==> config.mk <==
export PLATFORM = sky130hd
export DESIGN_NAME = xpmwrap_ram_port_ctrl
export DESIGN_NICKNAME = d
export VERILOG_FILES = /design/src/rtl/xpmwrap_ram_port_ctrl.sv
export SDC_FILE = /design/constraint.sdc
export NUM_CORES = 1
export LEC_CHECK = 0
export ABC_AREA = 0
export ABC_CLOCK_PERIOD_IN_PS = 2700
export CAP_MARGIN = 20
export CELL_PAD_IN_SITES_DETAIL_PLACEMENT = 1
export CELL_PAD_IN_SITES_GLOBAL_PLACEMENT = 2
export CORE_MARGIN = 3
export CORE_UTILIZATION = 34
export DETAILED_ROUTE_END_ITERATION = 12
export PLACE_DENSITY = 0.81
export SLEW_MARGIN = 20
export SYNTH_ARGS = -nofsm -noshare
export SYNTH_HDL_FRONTEND = slang
export SYNTH_SLANG_ARGS = --single-unit
==> constraint.sdc <==
create_clock -name clka -period 2.7 [get_ports clka]
set_input_delay 0.54 -clock clka [delete_from_list [all_inputs] [get_ports clka]]
set_output_delay 0.54 -clock clka [all_outputs]
set_load 0.05 [all_outputs]
==> src/rtl/xpmwrap_ram_port_ctrl.sv <==
// Request/response front end for one XPM RAM port: registered RAM drive, latency tracking, and
// an in-order response FIFO. Define XPMWRAP_RAM_PORT_CTRL_WR_ACK_EN to also acknowledge writes.
`timescale 1ns/1ps
module xpmwrap_ram_port_ctrl #(
  parameter int unsigned ADDR_WIDTH       = 6,
  parameter int unsigned DATA_WIDTH       = 32,
  parameter int unsigned BYTE_WRITE_WIDTH = 8,
  parameter int unsigned READ_LATENCY     = 2,
  parameter int unsigned RSP_FIFO_DEPTH   = 8,
  localparam int unsigned NB              = DATA_WIDTH / BYTE_WRITE_WIDTH
) (
  input  logic                  clka,
  input  logic                  rsta,
  input  logic                  req_valid,
  output logic                  req_ready,
  input  logic                  req_we,
  input  logic [ADDR_WIDTH-1:0] req_addr,
  input  logic [DATA_WIDTH-1:0] req_wdata,
  input  logic [NB-1:0]         req_be,
  output logic                  rsp_valid,
  input  logic                  rsp_ready,
  output logic [DATA_WIDTH-1:0] rsp_rdata,
  output logic                  rsp_wr,
  output logic                  ram_en,
  output logic [NB-1:0]         ram_we,
  output logic [ADDR_WIDTH-1:0] ram_addr,
  output logic [DATA_WIDTH-1:0] ram_din,
  output logic                  ram_regce,
  output logic                  ram_rst,
  input  logic [DATA_WIDTH-1:0] ram_dout
);

  localparam int unsigned PtrW = $clog2(RSP_FIFO_DEPTH);
  localparam int unsigned CntW = $clog2(RSP_FIFO_DEPTH + 1);
  localparam logic [CntW-1:0] Depth = CntW'(RSP_FIFO_DEPTH);

  logic                  en_q, en_d;
  logic [NB-1:0]         we_q, we_d;
  logic [ADDR_WIDTH-1:0] addr_q, addr_d;
  logic [DATA_WIDTH-1:0] din_q, din_d;
  logic                  iss_q, iss_d;
  logic [READ_LATENCY-1:0] pipe_q, pipe_d;
  logic [DATA_WIDTH-1:0] mem_q [RSP_FIFO_DEPTH];
  logic [DATA_WIDTH-1:0] mem_d [RSP_FIFO_DEPTH];
  logic [PtrW-1:0]       wptr_q, wptr_d, rptr_q, rptr_d;
  logic [CntW-1:0]       cnt_q, cnt_d;
  logic [CntW-1:0]       out_q, out_d;
`ifdef XPMWRAP_RAM_PORT_CTRL_WR_ACK_EN
  logic                      iss_wr_q, iss_wr_d;
  logic [READ_LATENCY-1:0]   pipe_wr_q, pipe_wr_d;
  logic [RSP_FIFO_DEPTH-1:0] memwr_q, memwr_d;
`endif

  logic accept, rsp_gen, push, pop;

  // Outstanding covers both in-flight reads and FIFO entries, so the FIFO can never overflow.
  assign req_ready = (out_q < Depth) && !rsta;
  assign accept    = req_valid && req_ready;
`ifdef XPMWRAP_RAM_PORT_CTRL_WR_ACK_EN
  assign rsp_gen   = accept;
`else
  assign rsp_gen   = accept && !req_we;
`endif
  assign push      = pipe_q[READ_LATENCY-1];
  assign rsp_valid = (cnt_q != '0);
  assign pop       = rsp_valid && rsp_ready;
  assign rsp_rdata = rsp_valid ? mem_q[rptr_q] : '0;
`ifdef XPMWRAP_RAM_PORT_CTRL_WR_ACK_EN
  assign rsp_wr    = rsp_valid && memwr_q[rptr_q];
`else
  assign rsp_wr    = 1'b0;
`endif

  assign ram_en    = en_q;
  assign ram_we    = we_q;
  assign ram_addr  = addr_q;
  assign ram_din   = din_q;
  assign ram_regce = 1'b1;
  assign ram_rst   = rsta;

  always_comb begin
    en_d   = accept;
    we_d   = (accept && req_we) ? req_be : '0;
    addr_d = accept ? req_addr : addr_q;
    din_d  = accept ? req_wdata : din_q;
    iss_d  = rsp_gen;

    // pipe bit 0 is set the cycle after the RAM sees the request; the last bit marks ram_dout valid
    pipe_d[0] = iss_q;
    for (int i = 1; i < READ_LATENCY; i++) pipe_d[i] = pipe_q[i-1];

    mem_d  = mem_q;
    wptr_d = wptr_q;
    rptr_d = rptr_q;
    cnt_d  = cnt_q;
    out_d  = out_q;
    if (push) begin
      mem_d[wptr_q] = ram_dout;
      wptr_d        = wptr_q + 1'b1;
    end
`ifdef XPMWRAP_RAM_PORT_CTRL_WR_ACK_EN
    iss_wr_d     = accept && req_we;
    pipe_wr_d[0] = iss_wr_q;
    for (int i = 1; i < READ_LATENCY; i++) pipe_wr_d[i] = pipe_wr_q[i-1];
    memwr_d = memwr_q;
    if (push) begin
      memwr_d[wptr_q] = pipe_wr_q[READ_LATENCY-1];
      if (pipe_wr_q[READ_LATENCY-1]) mem_d[wptr_q] = '0;
    end
`endif
    if (pop) rptr_d = rptr_q + 1'b1;

    case ({push, pop})
      2'b10:   cnt_d = cnt_q + 1'b1;
      2'b01:   cnt_d = cnt_q - 1'b1;
      default: cnt_d = cnt_q;
    endcase
    case ({rsp_gen, pop})
      2'b10:   out_d = out_q + 1'b1;
      2'b01:   out_d = out_q - 1'b1;
      default: out_d = out_q;
    endcase
  end

  always_ff @(posedge clka) begin
    if (rsta) begin
      en_q   <= 1'b0;
      we_q   <= '0;
      addr_q <= '0;
      din_q  <= '0;
      iss_q  <= 1'b0;
      pipe_q <= '0;
      mem_q  <= '{default: '0};
      wptr_q <= '0;
      rptr_q <= '0;
      cnt_q  <= '0;
      out_q  <= '0;
`ifdef XPMWRAP_RAM_PORT_CTRL_WR_ACK_EN
      iss_wr_q  <= 1'b0;
      pipe_wr_q <= '0;
      memwr_q   <= '0;
`endif
    end else begin
      en_q   <= en_d;
      we_q   <= we_d;
      addr_q <= addr_d;
      din_q  <= din_d;
      iss_q  <= iss_d;
      pipe_q <= pipe_d;
      mem_q  <= mem_d;
      wptr_q <= wptr_d;
      rptr_q <= rptr_d;
      cnt_q  <= cnt_d;
      out_q  <= out_d;
`ifdef XPMWRAP_RAM_PORT_CTRL_WR_ACK_EN
      iss_wr_q  <= iss_wr_d;
      pipe_wr_q <= pipe_wr_d;
      memwr_q   <= memwr_d;
`endif
    end
  end

endmodule

==> results_dict.tcl <==
set metrics [dict create \
    status "finished with violations" \
    violations "setup timing" \
    netlist_area_mm2 0.0135 \
    synth_seq_cells 316 \
    hold_class "primary input to register" \
    ys_async_sr_fraction 0 \
    finalHoldViolCount 0 \
    hold_end "out_q[3]" \
    cp-start-kind "register" \
    swShare 0.242 \
    drcViolationCount 0 \
    critPathRequiredTime_ns 2.16 \
    io_pins 159 \
    p_seq_frac 0.440 \
    grt.total_usage 0.208 \
    holdBufCountCts 0 \
    r2r_cells 10 \
    dr.first_iter.drc_count 648 \
    antenna_left 0 \
    die_x_um 205 \
    synth_top_family_by_area "simple AND/OR/NAND/NOR gates" \
    r2r_end "out_q[2]" \
    drive_gt1_frac 0.140 \
    dpl.hpwl_um 25600 \
    synth_top_area_frac 0.469 \
    routedWlPerCell_um 20.0 \
    p_clk_frac 0.476 \
    dieArea_mm2 0.0421 \
    grt_antenna_before_repair 1 \
    post-route-min-period_ns 2.79 \
    fin_area_mm2 0.0170 \
    grt_pass1_wl_um 68300 \
    grt_start_max_net_pins 162 \
    vias 11300 \
    insertion_delay_ns 0.55 \
    slew_viol_final 0 \
    synth_compound_area_frac 0.114 \
    path_class "register to primary output" \
    cellPowerDensity_mw_per_mm2 638 \
    power.switching_mw 2.62 \
    p_int_mw 8.21 \
    total_power_mw 10.8 \
    max-vdd-ir-drop_v 0.000417 \
    htreeDepth 2 \
    cts.path.max_buffers 3 \
    synth.area.top_cells "dfxtp_1 (47%), nand2_1 (15%), mux4_2 (11%)" \
    finalSetupViolations 28 \
    fin_ws_ns -0.0935 \
    avgSynthCellArea_um2 8.53 \
    synth.distinct_cells 39 \
    clockRootBuffer "clkbuf_16" \
    n_antenna_cell 0 \
    muxShareOfSynthArea 0.134 \
    gp_congestion 0.734 \
    initial_core_util 0.347 \
    via_per_inst 5.10 \
    overflow 0 \
    max_cap_violations 0 \
    synthToLayoutAreaGrowth_pct 25.9 \
    grt_pass1_vias 11800 \
    synth_simple_gate_area_frac 0.208 \
    path_clk_slew_ns 0.06 \
    rsz0062_at_grt "yes" \
    core_area_mm2 0.0389 \
    rrSetupSlack_ns 0.37 \
    num_rows 72 \
    min_from "rsta" \
    syn_nets 1669 \
    synth_top_flop_cell "dfxtp_1" \
    max_freq_ghz 0.358 \
    synth_adder_area_share 0.00742 \
    placed_area_mm2 0.0154 \
    fp.dieH_um 205 \
    firstDrtPassIters 7 \
    io_buffers 156 \
    total_leakage_power_nw 5.53 \
    cp_max_fo 8 \
    min_path_cells 3 \
    end_kind "primary output" \
    worst_ep_arrival_time_ns 2.25 \
    clock-sinks 316 \
    filler_cell_count 4479 \
    combPwrFrac 0.083 \
    clock_skew_ns 0.0243 \
    max_slew_margin 0.412 \
    r2r_start "cnt_q[0]" \
    yosys_warnings 0 \
    finalCritPeriodShare 1.03 \
    wirelength_um 44500 \
    synthCells 1582 \
    synth-xor-area-share 0.00649 \
    numCtsBuffers 38 \
    cts_tree "done" \
    yosysSeqAreaShare 0.469 \
    yosysTopAreaCell "dfxtp_1" \
    synth_edf_count 0 \
    fin_nets 1764 \
    worst_pin_slew_ns 0.882 \
]
cell families (layout without fill, tap and decap cells):
group / after synthesis / in the layout
multiplexers: 101 / 101
flip-flops: 316 / 316
AO/OA/AOI/OAI: 306 / 306
AND/OR/NAND/NOR: 682 / 682
adder cells (fa/ha/maj): 8 / 8
other: 2 / 2
XOR/XNOR: 10 / 10
buffers and inverters: 157 / 280
metal layers:
| metal | share of wire | wire length (um) | GRT usage | up-vias |
|---|---|---|---|---|
| li1 | - | - | - | 5419 |
| met1 | 0.44 | 19500 | 0.267 | 5626 |
| met2 | 0.48 | 21600 | 0.351 | 238 |
| met3 | 0.059 | 2610 | 0.0533 | 56 |
| met4 | 0.018 | 800 | 0.0503 | 2 |
| met5 | 0.00018 | 8 | 0 | - |
worst max path at each step:
stage,startpoint,to,slack (ns),cells after the start
2_1_floorplan,rsta,out_q[3],0.03,11
3_3_place_gp,req_valid,out_q[2],-0.07,11
3_5_place_dp,req_valid,out_q[2],-0.17,11
4_1_cts,rptr_q[0],rsp_rdata[3],-0.12,6
5_1_grt,rptr_q[0],rsp_rdata[1],-0.18,6
6_report,rptr_q[0],rsp_rdata[6],-0.09,5
critical path: stages (launching register included):
cell,delay (ns)
dfxtp_4,0.47
buf_16,0.18
mux4_2,0.52
mux2i_2,0.23
nor2_1,0.10
buf_6,0.18
cells in the mapped netlist, types with 6 or more instances:
cell / count
o21ai_1: 39
nand2_1: 557
buf_2: 97
mux2i_1: 36
nand2b_1: 40
ha_1: 8
nor2_2: 6
buf_4: 14
buf_6: 7
dfxtp_1: 316
clkbuf_1: 36
nor2b_1: 8
nand3_1: 6
a21oi_1: 260
nor2_1: 45
xor2_1: 8
mux4_2: 64
per-stage QoR:
stage | instances | setup TNS [ns] | worst slack (ns) | hold slack [ns] | util
finish | 2223 | -1.05 | -0.0935 | 0.379 | 0.437
global route | 2223 | -3.82 | -0.184 | 0.401 | 0.437
CTS | 2222 | -2.93 | -0.123 | 0.358 | 0.437
detailed placement | 2143 | -0.214 | -0.166 | 0.430 | 0.395
global placement | 2143 | -0.0776 | -0.0665 | 0.421 | 0.395
floorplan | 1582 | 0 | 0.0284 | 0.414 | -
power groups by stage:
stage	Clock [mW]	Combinational (mW)	Sequential (mW)
3_5_place_dp	0	0.856	4.87
3_3_place_gp	0	0.846	4.86
6_report	5.16	0.902	4.77
2_1_floorplan	0	0.370	5.03
5_1_grt	5.50	0.963	4.78
4_1_cts	5.30	0.929	4.77
sequential cells by signal, indices dropped and copies added (netlist names):
register	flops
rptr_q	3
out_q	4
wptr_q	3
mem_q	256
pipe_q	2
ram_din	32
ram_en	1
cnt_q	4
ram_we	4
iss_q	1
ram_addr	6
cell type report:
| cell class | count | area [um2] | share of cell area |
|---|---|---|---|
| well taps | 518 | 648 | 0.0381 |
| inverters | 3 | 11.3 | 0.000663 |
| repair buffers | 209 | 2300 | 0.135 |
| clock buffers | 58 | 1120 | 0.0658 |
| clock inverters | 10 | 129 | 0.00759 |
| multi-input cells | 1109 | 6450 | 0.380 |
| flip-flops and latches | 316 | 6330 | 0.373 |
cells in the final DEF (no fill, tap or decap), types with 12 or more instances in the layout:
| cell type | n |
|---|---|
| a21oi_1 | 260 |
| buf_12 | 13 |
| buf_4 | 32 |
| buf_6 | 36 |
| clkbuf_1 | 12 |
| clkbuf_16 | 40 |
| clkdlybuf4s50_1 | 121 |
| dfxtp_1 | 313 |
| mux2i_1 | 28 |
| mux4_2 | 64 |
| nand2_1 | 557 |
| nand2b_1 | 40 |
| nor2_1 | 44 |
| o21ai_1 | 39 |
repair_timing:
item | CTS | global route
buffers inserted | 6 | 2
gates cloned | 5 | 1
resized for setup | 46 | 4
pin swaps | 0 | 7
endpoints found under the setup margin | 32 | 32
No activity file was read; power rests on OpenSTA's default activity.
